===== src/rtl/morse_sequence_player.sv =====
// Morse playback engine: serialises a FirstSeq/SecSeq pair of 2-bit symbols
// into on/off keying with standard Morse unit timing, then pulses done.
module morse_sequence_player #(
  parameter int unsigned UNIT_CYCLES = 25000000,
  parameter int unsigned CNT_W       = 25
) (
  input  logic       clk,
  input  logic       resetbar,
  input  logic       sentFlag,
  input  logic [9:0] FirstSeq,
  input  logic [9:0] SecSeq,
  output logic       key,
  output logic       busy,
  output logic       done
);

  typedef enum logic [2:0] {IDLE, FETCH, MARK, GAP, WORD, DONE} state_t;

  localparam logic [CNT_W-1:0] UNIT_LAST = CNT_W'(UNIT_CYCLES - 1);
  localparam logic [2:0]       IDX_END   = 3'd5;

  state_t           state, stateNext;
  logic [19:0]      seqReg, seqRegNext;
  logic             seqSel, seqSelNext;
  logic [2:0]       symIdx, symIdxNext;
  logic [CNT_W-1:0] unitCnt, unitCntNext;
  logic [2:0]       unitsLeft, unitsLeftNext;
  logic             letterGap, letterGapNext;
  logic             sentPrev;
  logic             load;
  logic             timerDone;
  logic [9:0]       curSeq;
  logic [1:0]       curSym;

  // Indices past the last symbol read as the terminator.
  function automatic logic [1:0] symAt(input logic [9:0] s, input logic [2:0] i);
    case (i)
      3'd0:    symAt = s[9:8];
      3'd1:    symAt = s[7:6];
      3'd2:    symAt = s[5:4];
      3'd3:    symAt = s[3:2];
      3'd4:    symAt = s[1:0];
      default: symAt = 2'b11;
    endcase
  endfunction

  assign curSeq    = seqSel ? seqReg[9:0] : seqReg[19:10];
  assign curSym    = symAt(curSeq, symIdx);
  assign load      = (state == IDLE) && sentFlag && !sentPrev;
  assign timerDone = (unitCnt == UNIT_LAST) && (unitsLeft == 3'd1);

  assign key  = (state == MARK);
  assign busy = (state != IDLE);
  assign done = (state == DONE);

  // NOTE: every variable gets a default before the case so no latch is inferred.
  always_comb begin
    stateNext     = state;
    seqRegNext    = seqReg;
    seqSelNext    = seqSel;
    symIdxNext    = symIdx;
    unitCntNext   = unitCnt;
    unitsLeftNext = unitsLeft;
    letterGapNext = letterGap;

    if (state == MARK || state == GAP || state == WORD) begin
      if (unitCnt == UNIT_LAST) begin
        unitCntNext   = '0;
        unitsLeftNext = unitsLeft - 3'd1;
      end else begin
        unitCntNext = unitCnt + CNT_W'(1);
      end
    end

    case (state)
      IDLE: begin
        if (load) begin
          seqRegNext    = {FirstSeq, SecSeq};
          seqSelNext    = 1'b0;
          symIdxNext    = '0;
          letterGapNext = 1'b0;
          stateNext     = FETCH;
        end
      end
      FETCH: begin
        unitCntNext = '0;
        case (curSym)
          2'b00, 2'b01: begin
            stateNext     = MARK;
            unitsLeftNext = (curSym == 2'b01) ? 3'd3 : 3'd1;
            symIdxNext    = symIdx + 3'd1;
          end
          2'b10: begin
            // The word gap absorbs a preceding letter gap so silence totals 7 units.
            stateNext     = WORD;
            unitsLeftNext = letterGap ? 3'd4 : 3'd7;
            letterGapNext = 1'b0;
            symIdxNext    = IDX_END;
          end
          default: begin
            if (!seqSel) begin
              seqSelNext = 1'b1;
              symIdxNext = '0;
            end else begin
              stateNext = DONE;
            end
          end
        endcase
      end
      MARK: begin
        letterGapNext = 1'b0;
        if (timerDone) begin
          unitCntNext = '0;
          // symIdx already points at the following symbol, which sets the gap.
          case (curSym)
            2'b00, 2'b01: begin
              stateNext     = GAP;
              unitsLeftNext = 3'd1;
            end
            2'b10:   stateNext = FETCH;
            default: begin
              stateNext     = GAP;
              unitsLeftNext = 3'd3;
              letterGapNext = 1'b1;
            end
          endcase
        end
      end
      GAP, WORD: begin
        if (timerDone) stateNext = FETCH;
      end
      DONE:    stateNext = IDLE;
      default: stateNext = IDLE;
    endcase
  end

  // NOTE: sequential state uses non-blocking assignments only.
  always_ff @(posedge clk or negedge resetbar) begin
    if (!resetbar) begin
      state     <= IDLE;
      seqReg    <= '1;
      seqSel    <= 1'b0;
      symIdx    <= '0;
      unitCnt   <= '0;
      unitsLeft <= '0;
      letterGap <= 1'b0;
      sentPrev  <= 1'b0;
    end else begin
      state     <= stateNext;
      seqReg    <= seqRegNext;
      seqSel    <= seqSelNext;
      symIdx    <= symIdxNext;
      unitCnt   <= unitCntNext;
      unitsLeft <= unitsLeftNext;
      letterGap <= letterGapNext;
      sentPrev  <= sentFlag;
    end
  end

endmodule


===== config.mk =====
export PLATFORM = sky130hd
export DESIGN_NAME = morse_sequence_player
export DESIGN_NICKNAME = d
export VERILOG_FILES = /design/src/rtl/morse_sequence_player.sv
export SDC_FILE = /design/constraint.sdc
export NUM_CORES = 1
export LEC_CHECK = 0
export CAP_MARGIN = 40
export CORE_ASPECT_RATIO = 1.5
export CORE_MARGIN = 1.5
export CORE_UTILIZATION = 50
export CTS_CLUSTER_SIZE = 8
export DETAILED_ROUTE_END_ITERATION = 6
export GPL_ROUTABILITY_DRIVEN = 0
export PLACE_DENSITY = 0.76
export SYNTH_ARGS = -nofsm -noshare
export SYNTH_HDL_FRONTEND = slang
export SYNTH_SLANG_ARGS = --single-unit

===== constraint.sdc =====
create_clock -name clk -period 3.1 [get_ports clk]
set_input_delay 0.62 -clock clk [delete_from_list [all_inputs] [get_ports clk]]
set_output_delay 0.62 -clock clk [all_outputs]
set_load 0.05 [all_outputs]

==> impl_metrics.json, run 1 <==
{
  "status": "finished clean",
  "port_buffers": 25,
  "min_path_type": "in2async",
  "ir_drop_v": 0.0005661,
  "swShare_pct": 37.53,
  "grt_pass1_vias": 2576,
  "edff_count_synth": 0,
  "cp_cell_sequence": "or2_2, nor2_1, inv_1, clkdlybuf4s50_1",
  "synth-warning-count": 0,
  "most_used_cells_in_the_layout_excluding_fill_and_tap_cells": "39 x nor2_1, 37 x dfrtp_1, 29 x mux2_2",
  "crit_family": "buffers and inverters",
  "yosys_register_bits": 57,
  "post-route-min-period_ns": 2.758,
  "globalRouteOverflowTotal": 0,
  "power_switching_uw": 1219,
  "cts_hold_buf": 0,
  "diodes": 0,
  "setup_tns_ns": 0,
  "placementRows": 35,
  "final_common_cell": "nor2_1",
  "worst_ep_arrival_time_ns": 2.14,
  "async_reset_ff_share_pct": 100.0,
  "timing_worst_setup_path_type": "reg2out",
  "syn_to_final_growth_pct": 17.37,
  "first_iter_violations": 114,
  "die_area_mm2": 0.006807,
  "startpoint_type": "register",
  "setup.reg_to_reg.worst_slack_ns": 0.77,
  "detail_route.wl_per_cell_um": 15.73,
  "max_clock_freq_mhz": 362.5,
  "grt_pass1_wl_um": 11410,
  "cts_max_path_buffers": 2,
  "max_slew.worst_pin.slew_ns": 0.5632,
  "global_route.peak_usage_layer": "met2",
  "detail_route.vias_per_cell": 5.621,
  "internal_power_uw": 2028,
  "max_transition_margin_pct": 62.11,
  "post-route-drc-count": 0,
  "antenna_violating_nets_post_route": 0,
  "setup_repair_after_global_routing_missed_its_margin": "false",
  "synth_fp_nets": 340,
  "holdWs_ns": 0.2637,
  "met1_usage_pct": 25.11,
  "power.density_mw_per_mm2": 876.8,
  "cts_repair_resize_count": 0,
  "seq_area_frac_synth_pct": 46.00,
  "initial_utilization_pct": 51.47,
  "finish.net_count": 372,
  "finClkSkew_ns": 0.009731,
  "p_clk_share_pct": 20.6,
  "worst-path-buf-inv": 2,
  "critPathRequiredTime_ns": 2.48,
  "finalHoldViolations": 0,
  "numClockSinks": 57,
  "dr_total_vias": 2361,
  "syn_area_mm2": 0.003156,
  "drtPass1Iterations": 4,
  "wire_length_reported_by_the_detailed_router_um": 6608,
  "cts_inserted_buffers": 9,
  "number_of_buffers_inserted_to_repair_setup_after_cts": 0,
  "place_hpwl_um": 4875,
  "worstSkewPairLatency_ns": 0.34,
  "end_kind": "output port",
  "global_route.usage.met3_pct": 5.493,
  "die-height_um": 100.3,
  "dieWidth_um": 67.87,
  "post_route_cells_drive_above_1_share_pct": 23.41,
  "setup_viol": 0,
  "crit_path_top_delay_cell": "clkdlybuf4s50_1",
  "clock-root-buffer": "clkbuf_8",
  "timing.critical_path.fanout_max": 11,
  "timing.final.max_slew_violations": 0,
  "syn-mean-instance-area_um2": 10.21,
  "yosys.cell_types.count": 50,
  "power_frac_comb_pct": 40.7,
  "synth-main-ff-cell": "dfrtp_1",
  "number_of_ports_placed_on_the_die_boundary": 26,
  "leakage_power_uw": 0.001587,
  "clock_tree_from_tritoncts": "yes",
  "floorplan.core_area_mm2": 0.006131,
  "cp_slowest_stage_delay_ns": 0.70,
  "postSynthCellCount": 309,
  "max_cap_viol_count": 0,
  "min_period_over_period_pct": 88.98,
  "gr-usage-met2_pct": 39.52,
  "track_usage_pct": 22.43,
  "fill_cells": 552,
  "htreeDepth": 3,
  "clkTransAtPathRegs_ns": 0.07,
  "grt_max_degree": 25,
  "grt_antenna_before_repair": 0,
  "power.share.sequential_pct": 38.7
}
-- stage by stage --
stage	power [uW]	instances	util (%)	setup WS [ns]	cell area, um2
finish	3247	420	60.41	0.3417	3704
global route	3487	420	60.41	0.2360	3704
CTS	3274	420	60.41	0.3146	3704
detailed placement	2595	404	57.35	0.6979	3516
global placement	2546	403	56.90	0.7477	3488
floorplan	2213	309	-	0.8987	3156
-- worst register-to-register path, delay by kind of cell (launching register included) --
family / cells / cell delay (ns)
adder cells (fa/ha/maj): 1 / 0.22
buffers and inverters: 1 / 0.28
AND/OR/NAND/NOR: 4 / 0.99
AO/OA/AOI/OAI: 2 / 0.32
flip-flops: 1 / 0.39
-- Yosys cell counts (3+ instances only) --
cell,n,area share (%)
a22oi_1,3,0.71
dfrtp_1,37,29
xor2_1,13,3.6
nor2_1,39,4.6
o21ai_0,11,1.7
dfstp_2,20,17
and4_1,3,0.83
a221oi_1,3,0.83
and3_1,3,0.59
nand3_1,12,1.9
a21oi_1,7,1.1
and2_1,5,0.99
or4_1,3,0.71
nand2b_1,5,0.99
nor4_1,4,0.79
nor3_1,5,0.79
ha_1,8,3.2
nand2_1,19,2.3
xnor2_1,14,3.9
nor2b_1,11,2.2
inv_1,8,0.95
clkbuf_1,8,0.95
nand4_1,5,0.99
or2_2,3,0.59
mux2_2,29,10
-- registers in the layout (all words and copies together) (netlist names) --
name       flops
letterGap      1
symIdx         3
seqReg        20
state          3
sentPrev       1
unitsLeft      3
seqSel         1
unitCnt       25
-- per-layer routing --
metal,vias up,routed length (um)
met3,15,262
met5,-,0
met2,50,3530
li1,1156,-
met4,0,166
met1,1140,2649
-- power groups by stage --
stage / Clock (uW) / Sequential (uW) / Combinational (uW)
finish: 669 / 1260 / 1320
global placement: 0 / 1250 / 1300
CTS: 684 / 1260 / 1330
global route: 724 / 1290 / 1470
floorplan: 0 / 1150 / 1060
detailed placement: 0 / 1270 / 1330
-- path summary, 6_finish.rpt --
path	startpoint	depth (start not counted)	end
setup reg to reg	unitCnt[1]$_DFF_PN0_	8	unitCnt[15]$_DFF_PN0_
hold reg to reg	letterGap$_DFFE_PN0P_	1	letterGap$_DFFE_PN0P_
max in group asynchronous	resetbar	2	seqReg[0]$_DFFE_PN1P_
setup / recovery	state[0]$_DFFE_PN0P_	4	busy
hold / removal	resetbar	1	sentPrev$_DFF_PN0_
min in group clk	letterGap$_DFFE_PN0P_	1	letterGap$_DFFE_PN0P_
-- kinds of logic after synthesis --
family / Yosys count / share of synthesized area [%]
buffers and inverters: 20 / 2.656
xor gates and xnor gates: 27 / 7.494
and+or+nand+nor: 126 / 20.90
adders and majority gates: 8 / 3.172
DFF: 57 / 46.00
muxes: 30 / 10.67
AOI/OAI and AO/OA: 41 / 9.120
-- layout make-up --
type,instances,area [um2],area share (%)
multi-input combinational,232,1620,43.75
sequential,57,1451,39.19
timing repair buffer,32,317.8,8.581
clock buffer,10,127.6,3.446
tap,74,92.59,2.500
clock inverter,6,60.06,1.622
inverter,9,33.78,0.9122
Note: power is estimated with default switching activity, not from simulation.
==> run 2: changes to the inputs <==
--- a/config.mk
+++ b/config.mk
@@ -5,14 +5,16 @@
 export SDC_FILE = /design/constraint.sdc
 export NUM_CORES = 1
 export LEC_CHECK = 0
+export ABC_AREA = 1
 export CAP_MARGIN = 40
 export CORE_ASPECT_RATIO = 1.5
 export CORE_MARGIN = 1.5
 export CORE_UTILIZATION = 50
 export CTS_CLUSTER_SIZE = 8
 export DETAILED_ROUTE_END_ITERATION = 6
+export DONT_BUFFER_PORTS = 1
 export GPL_ROUTABILITY_DRIVEN = 0
-export PLACE_DENSITY = 0.76
+export PLACE_DENSITY = 0.71
 export SYNTH_ARGS = -nofsm -noshare
 export SYNTH_HDL_FRONTEND = slang
 export SYNTH_SLANG_ARGS = --single-unit
==> impl_metrics.json, run 2 <==
{
  "die_area_mm2": 0.007715,
  "setup_repair_after_global_routing_missed_its_margin": "false",
  "status": "finished clean",
  "worst_ep_arrival_time_ns": 1.58,
  "wire_length_reported_by_the_detailed_router_um": 7641,
  "max_clock_freq_mhz": 453.8,
  "finish.net_count": 494,
  "diodes": 0,
  "synth-warning-count": 0,
  "synth_fp_nets": 488,
  "power.density_mw_per_mm2": 863.2,
  "synth_top_cells_by_count": "131 x nand2_1, 58 x inv_1, 37 x dfrtp_1, 33 x nor2_1, 31 x nand3_1",
  "cts_inserted_buffers": 9,
  "setup_tns_ns": 0,
  "die-height_um": 106.8,
  "detail_route.wl_per_cell_um": 13.99,
  "edff_count_synth": 0,
  "largest_reg_flops": 25,
  "place_hpwl_um": 5680,
  "timing_worst_setup_path_type": "reg2out",
  "synth-main-ff-cell": "dfrtp_1",
  "max_slew.worst_pin.slew_ns": 0.8732,
  "first_iter_violations": 132,
  "dieWidth_um": 72.22,
  "post_layout_power_uw": 3317,
  "max_cap_viol_count": 0,
  "number_of_buffers_inserted_to_repair_setup_after_cts": 0,
  "fill_cells": 636,
  "grt_max_degree": 38,
  "async_reset_ff_share_pct": 100.0,
  "number_of_ports_placed_on_the_die_boundary": 26,
  "startpoint_type": "register",
  "yosys_register_bits": 57,
  "regMostFlops": "unitCnt",
  "synth_top_area_share_pct": 25.77,
  "post_route_cells_drive_above_1_share_pct": 22.86,
  "detail_route.vias_per_cell": 5.304,
  "finClkSkew_ns": 0.006988,
  "clock_tree_from_tritoncts": "yes",
  "ir_drop_v": 0.0002648,
  "track_usage_pct": 21.83,
  "leakage_power_uw": 0.001823,
  "dr_total_vias": 2896,
  "antenna_violating_nets_post_route": 0,
  "final_common_cell": "nand2_1",
  "timing.critical_path.fanout_max": 6,
  "placementRows": 37,
  "cts_max_path_buffers": 2,
  "worstSkewPairLatency_ns": 0.35,
  "htreeDepth": 3,
  "clkTransAtPathRegs_ns": 0.07,
  "post-route-min-period_ns": 2.204,
  "seq_area_frac_synth_pct": 40.39,
  "floorplan.core_area_mm2": 0.006898,
  "drtPass1Iterations": 4,
  "postSynthCellCount": 457,
  "synthMostInstantiatedCell": "nand2_1",
  "syn_to_final_growth_pct": 6.929,
  "critPathRequiredTime_ns": 2.48,
  "min_path_type": "in2async",
  "globalRouteOverflowTotal": 0,
  "multi_input_area_mm2": 0.001834,
  "timing.reg2reg.worst_path_depth": 5,
  "grt_pass1_vias": 2958,
  "initial_utilization_pct": 52.10,
  "yosys.cell_types.count": 34,
  "grt_pass1_wl_um": 13030,
  "seqCellArea_mm2": 0.001451,
  "setup_viol": 0,
  "post-route-drc-count": 0,
  "syn-mean-instance-area_um2": 7.863,
  "max_transition_margin_pct": 41.57,
  "syn_area_mm2": 0.003593,
  "numClockSinks": 57,
  "grt_antenna_before_repair": 0,
  "most_used_cells_in_the_layout_excluding_fill_and_tap_cells": "131 x nand2_1, 58 x inv_1, 37 x dfrtp_1",
  "synth_top_area_cell": "dfrtp_1",
  "clock-root-buffer": "clkbuf_8",
  "layout_top_registers": "unitCnt (25), seqReg (20)",
  "post_synth_main_area_contributors": "dfrtp_1 26%, dfstp_2 15%, nand2_1 14%, inv_1 6.1%, mux2_2 4.4%",
  "port_buffers": 0,
  "end_kind": "output port",
  "timing.final.max_slew_violations": 0,
  "finalHoldViolations": 0,
  "min_period_over_period_pct": 71.08
}
==> run 2: layer usage <==
| layer | vias to the layer above | wire [um] | track usage [%] |
|---|---|---|---|
| li1 | 1467 | - | - |
| met1 | 1366 | 2941 | 22.18 |
| met2 | 46 | 4253 | 40.67 |
| met3 | 17 | 233 | 4.323 |
| met4 | 0 | 212 | 11.73 |
| met5 | - | 0 | 0 |
==> run 2: kinds of logic after synthesis <==
group | after synthesis | synth area share, %
mux | 14 | 4.387
xor+xnor | 9 | 2.194
fa+ha+maj | 8 | 2.786
simple gates | 270 | 36.70
buf+inv | 70 | 8.565
compound gates | 29 | 4.979
flops | 57 | 40.39
==> run 2: final timing paths <==
check                           slack (ns)                     end                   start
worst max-delay path                  0.90                    done    state[1]$_DFFE_PN0P_
worst min-delay path                  0.10   letterGap$_DFFE_PN0P_                resetbar
worst max register to register        1.09   seqReg[7]$_DFFE_PN1P_    state[0]$_DFFE_PN0P_
worst min register to register        0.48  seqReg[13]$_DFFE_PN1P_  seqReg[13]$_DFFE_PN1P_
max in group asynchronous             2.79  unitsLeft[2]$_DFF_PN0_                resetbar
min in group clk                      0.30      sentPrev$_DFF_PN0_                sentFlag
==> run 2: per-stage QoR <==
step | cells | worst slack, ns | utilization (%) | instance area, um2 | hold WS [ns]
floorplan | 457 | 1.179 | - | 3593 | 0.3244
global placement | 529 | 1.134 | 52.58 | 3627 | 0.3258
detailed placement | 529 | 1.086 | 52.58 | 3627 | 0.3259
CTS | 546 | 0.8763 | 55.70 | 3842 | 0.09318
global route | 546 | 0.7993 | 55.70 | 3842 | 0.08581
finish | 546 | 0.8964 | 55.70 | 3842 | 0.1018
==> run 2: timing repair <==
item,4_1_cts,5_1_grt
hold endpoints to repair,37,0
gates resized for setup,0,0
hold buffers,1,0
==> run 2: layout make-up <==
| type | instances | share of cell area (%) |
|---|---|---|
| multi-input combinational | 330 | 47.74 |
| sequential | 57 | 37.77 |
| inverter | 63 | 6.154 |
| clock buffer | 11 | 4.233 |
| tap | 78 | 2.540 |
| clock inverter | 5 | 0.8466 |
| timing repair buffer | 2 | 0.7164 |
==> run 2: critical path, cell delays in order (launching register included) <==
cell and delay (ns):
dfrtp_1 0.43, inv_1 0.07, nand2_1 0.07, nor2_1 0.67
==> run 2: power breakdown <==
group	switching (uW)	internal (uW)	total, uW
clock	326	363	689
combinational	979	472	1450
sequential	141	1040	1180
total	1440	1870	3320
